$ cat src/rtl/fifo_ram.sv
// rtl/fifo_ram.sv - single-clock RAM-based FIFO with registered read data and count-decoded flags
module fifo_ram #(
    parameter int WIDTH = 8,
    parameter int DEPTH = 256
) (
    input  logic             i_clk,
    input  logic             i_rst,
    input  logic [WIDTH-1:0] i_wr_data,
    input  logic             i_wr_en,
    input  logic             i_rd_en,
    output logic [WIDTH-1:0] o_rd_data,
    output logic             o_empty,
    output logic             o_full
);

    localparam int AW = $clog2(DEPTH);
    localparam logic [AW:0] FULL_CNT = DEPTH[AW:0];

    logic [WIDTH-1:0] r_mem [DEPTH];
    logic [AW-1:0]    r_wr_ptr;
    logic [AW-1:0]    r_rd_ptr;
    logic [AW:0]      r_count;
    logic [WIDTH-1:0] r_rd_data;

    logic w_empty;
    logic w_full;
    logic w_wr_acc;
    logic w_rd_acc;

    assign w_empty  = (r_count == '0);
    assign w_full   = (r_count == FULL_CNT);
    assign w_wr_acc = i_wr_en && !w_full;
    assign w_rd_acc = i_rd_en && !w_empty;

    // Storage has no reset so it can map onto a plain RAM; stale words are unreachable after reset.
    always_ff @(posedge i_clk) begin
        if (w_wr_acc && !i_rst) begin
            r_mem[r_wr_ptr] <= i_wr_data;
        end
    end

    always_ff @(posedge i_clk or posedge i_rst) begin
        if (i_rst) begin
            r_wr_ptr  <= '0;
            r_rd_ptr  <= '0;
            r_count   <= '0;
            r_rd_data <= '0;
        end else begin
            if (w_wr_acc) begin
                r_wr_ptr <= r_wr_ptr + 1'b1;
            end
            // A read while empty returns zero; a same-edge write is never bypassed.
            if (w_rd_acc) begin
                r_rd_data <= r_mem[r_rd_ptr];
                r_rd_ptr  <= r_rd_ptr + 1'b1;
            end else if (i_rd_en) begin
                r_rd_data <= '0;
            end
            case ({w_wr_acc, w_rd_acc})
                2'b10:   r_count <= r_count + 1'b1;
                2'b01:   r_count <= r_count - 1'b1;
                default: r_count <= r_count;
            endcase
        end
    end

    assign o_rd_data = r_rd_data;
    assign o_empty   = w_empty;
    assign o_full    = w_full;

endmodule

$ cat config.mk
export PLATFORM = sky130hd
export DESIGN_NAME = fifo_ram
export DESIGN_NICKNAME = d
export VERILOG_FILES = /design/src/rtl/fifo_ram.sv
export SDC_FILE = /design/constraint.sdc
export NUM_CORES = 2
export LEC_CHECK = 0
export CORE_MARGIN = 4
export CORE_UTILIZATION = 50
export CTS_BUF_LIST = sky130_fd_sc_hd__clkbuf_8 sky130_fd_sc_hd__clkbuf_16
export CTS_CLUSTER_SIZE = 30
export DETAILED_ROUTE_END_ITERATION = 12
export GPL_TIMING_DRIVEN = 0
export PLACE_DENSITY = 0.64
export SETUP_SLACK_MARGIN = 0.1
export SYNTH_ARGS = -nofsm -noshare
export SYNTH_HDL_FRONTEND = slang
export SYNTH_SLANG_ARGS = --single-unit
$ cat constraint.sdc
create_clock -name i_clk -period 4.1 [get_ports i_clk]
set_clock_uncertainty 0.05 [all_clocks]
set_input_delay 0.615 -clock i_clk [delete_from_list [all_inputs] [get_ports i_clk]]
set_output_delay 0.615 -clock i_clk [all_outputs]
set_load 0.03 [all_outputs]
==> metrics.txt <==
Worst-Margin Slew 1.54 ns; mean post-synth cell area 20.7 um^2; vias 45900; initial antenna violation count 15; pin count of the biggest net entering global routing 157; slowest cell delay on critical path 0.78 ns; #FFs+latches synth 2081; CTS Buffer Depth 3; Netlist cell types 68; Net Count, Synth 3964; fin crit share 1.07; Setup WS pre-CTS -1.37 ns; final net count 4204; sequential-to-total area share from yosys stat 0.763; pwr/cell area 731 nW/um^2; Slowest cell on crit path nor2b_1; P&R area growth vs syn 13.2%; Slew Limit Fails 9; Final Worst Setup Slack -0.271 ns; placed cells 6147; CTS tree done; final hold violation count 0; kind of critical path reg2reg; f_max 0.229 GHz; Pleak 29.1 nW; unrepaired setup endpoints after global routing true; area occupied by multi-input gates 18600 um^2; DR WL/cell 45.3 um; final std cells w/o fill 6529; chip width 412 um; clock sink count 2081; fillers 12100; final WL 296000 um; core area 163000 um^2; Final Setup Violations 36; clock root cell clkbuf_16; row count 148; commonest register cell after synthesis edfxtp_1; die height 412 um; hold_buf cts 0; Worst setup EP type flop; antenna viol nets, final 0; Relative slew margins -0.0335; Placer Congestion 0.993; CP cell instances buf_2 > nor2b_1 > nand2_2 > clkbuf_2 > clkbuf_2 > o22ai_1 > nor2_1 > o21ai_0 > a31o_1; TritonCTS Buffers 204; FF/Latch Area 62300 um^2; min Tclk post-route 4.37 ns; clock transition at the registers of the reported paths 0.06 ns; crit start category flop; Most common cell on crit path clkbuf_2; CTS H-tree depth 4; Power Total 67.6 mW; vias in the first global route 42800; total grt overflow 0; CP arrival 5.11 ns; IO buf count 21; initial core utilization 0.502; Worst-Skew Late Latency 0.85 ns; via/cell ratio 7.04; Max-cap violations 1; Remaining DRCs 0; required time of the critical path 4.84 ns; share of cells above drive strength 1 0.268; Tightest Hold Check Type in2reg; die area 170000 um^2; failing checks max-capacitance violations, max-slew violations, negative setup slack; first-pass iteration count of the detailed router 9; area of the mapped netlist 81700 um^2; Tot GR Track Use 0.349; Max VDD drop 0.508 mV; DR iter-0 viols 9578; Worst Path Max Fanout 10; yosys warns 0; Final HPWL DP 186000 um; Post-Syn Instances 3938; Post-synth ARST share 0.0159; I/O pins 22; status complete, but fails checks; Post-synth EDFFs 2048; first-pass GRT wire length 390000 um
[synthesized netlist by cell type, types with 4 or more instances]
master / count / area (um^2)
a2111oi_0: 4 / 35.0
a211oi_1: 25 / 188
a21boi_0: 5 / 37.5
a21oi_1: 61 / 305
a221o_1: 11 / 110
a221oi_1: 24 / 210
a221oi_2: 6 / 90.1
a22oi_1: 52 / 390
a31oi_1: 15 / 93.8
and2_1: 11 / 68.8
buf_1: 11 / 41.3
buf_2: 48 / 240
buf_4: 22 / 165
buf_6: 37 / 417
buf_8: 10 / 150
clkbuf_1: 101 / 379
clkbuf_2: 4 / 20.0
dfrtp_1: 33 / 826
edfxtp_1: 2048 / 61500
ha_1: 13 / 163
inv_1: 24 / 90.1
mux2_2: 49 / 552
mux2i_1: 190 / 1900
mux4_2: 455 / 10200
nand2_1: 81 / 304
nand2b_1: 13 / 81.3
nand3_1: 30 / 150
nand4_1: 4 / 25.0
nor2_1: 295 / 1110
nor2b_1: 24 / 150
nor3_1: 39 / 195
nor4_1: 6 / 37.5
o2111ai_1: 8 / 70.1
o211ai_1: 8 / 60.1
o21ai_0: 49 / 245
o21ai_1: 4 / 20.0
o221ai_1: 29 / 254
o22ai_1: 18 / 113
or2_2: 7 / 43.8
xnor2_1: 16 / 140
xor2_1: 6 / 52.6
[worst max-delay path, delay by kind of cell (launching register included)]
kind | cells | cell delay [ns]
AOI/OAI and AO/OA | 3 | 0.97
buffers and inverters | 3 | 1.33
DFF | 1 | 0.31
and+or+nand+nor | 3 | 1.62
[registers in the layout (all words and copies together) (netlist names)]
name / cells
o_rd_data: 8
r_count: 9
r_mem: 2048
r_rd_ptr: 8
r_wr_ptr: 8
[layout make-up]
cell class | count | area share
multi-input cells | 1595 | 0.201
flip-flops and latches | 2081 | 0.674
clock buffers | 212 | 0.0569
repair buffers | 34 | 0.00577
well taps | 2175 | 0.0294
diodes | 5 | 0.000135
plain buffers | 235 | 0.0194
inverters | 27 | 0.00111
clock inverters | 165 | 0.0118
[kinds of logic after synthesis]
logic type | synth area share
fa+ha+maj | 0.00224
simple gates | 0.0269
flops | 0.763
compound gates | 0.0307
mux | 0.156
buf+inv | 0.0190
xor+xnor | 0.00236
[metal layers]
metal / routed length, um / GRT usage / up-vias
li1: - / - / 16800
met5: 58 / 0 / -
met1: 103000 / 0.467 / 24200
met2: 126000 / 0.493 / 4106
met4: 20400 / 0.189 / 6
met3: 46100 / 0.137 / 838
[per-stage QoR]
stage | area, um^2 | TNS (ns) | hold WS (ns) | utilization
2_1_floorplan | 81700 | 0 | 0.413 | -
3_3_place_gp | 84600 | - | 0.428 | 0.520
3_5_place_dp | 85000 | -454.91 | 0.450 | 0.523
4_1_cts | 91900 | -8.31 | 0.211 | 0.565
5_1_grt | 92400 | -5.09 | 0.227 | 0.569
6_report | 92400 | -6.97 | 0.215 | 0.569
[power breakdown]
group | total [mW] | leakage, nW | switching (mW) | internal, mW
logic | 25.5 | 6.90 | 17.8 | 7.78
clock network | 18.1 | 3.35 | 8.26 | 9.88
registers | 23.9 | 18.8 | 0.275 | 23.6
total | 67.6 | 29.1 | 26.3 | 41.3
[path summary, 6_finish.rpt]
| check | end | slack, ns | start | cells past startpoint |
|---|---|---|---|---|
| min | r_mem[166][4] | 0.22 | i_wr_data[4] | 1 |
| max in group asynchronous | o_rd_data[4] | 3.02 | i_rst | 2 |
| min reg2reg | r_rd_ptr[7] | 0.49 | r_rd_ptr[7] | 1 |
| max reg2reg | o_rd_data[3] | -0.27 | r_rd_ptr[3] | 9 |
| max | o_rd_data[3] | -0.27 | r_rd_ptr[3] | 9 |
| min in group asynchronous | r_wr_ptr[3] | 0.37 | i_rst | 2 |
[cell usage in the layout (no fill, tap or decap), drive strengths merged, types with 33 or more instances in the layout]
| cell type | count |
|---|---|
| nor2 | 296 |
| clkinv | 86 |
| edfxtp | 2048 |
| o21ai | 53 |
| dfrtp | 33 |
| mux2i | 190 |
| nor3 | 39 |
| clkbuf | 308 |
| a21oi | 61 |
| buf | 157 |
| nand2 | 81 |
| a22oi | 52 |
| mux4 | 455 |
| inv | 92 |
| mux2 | 49 |
[timing repair]
action	CTS	global route
setup buffers	0	0
gates cloned	0	0
resized for setup	210	145
endpoints found under the hold margin	0	0
setup endpoints to repair	821	965
No activity file was read; power rests on OpenSTA's default activity.
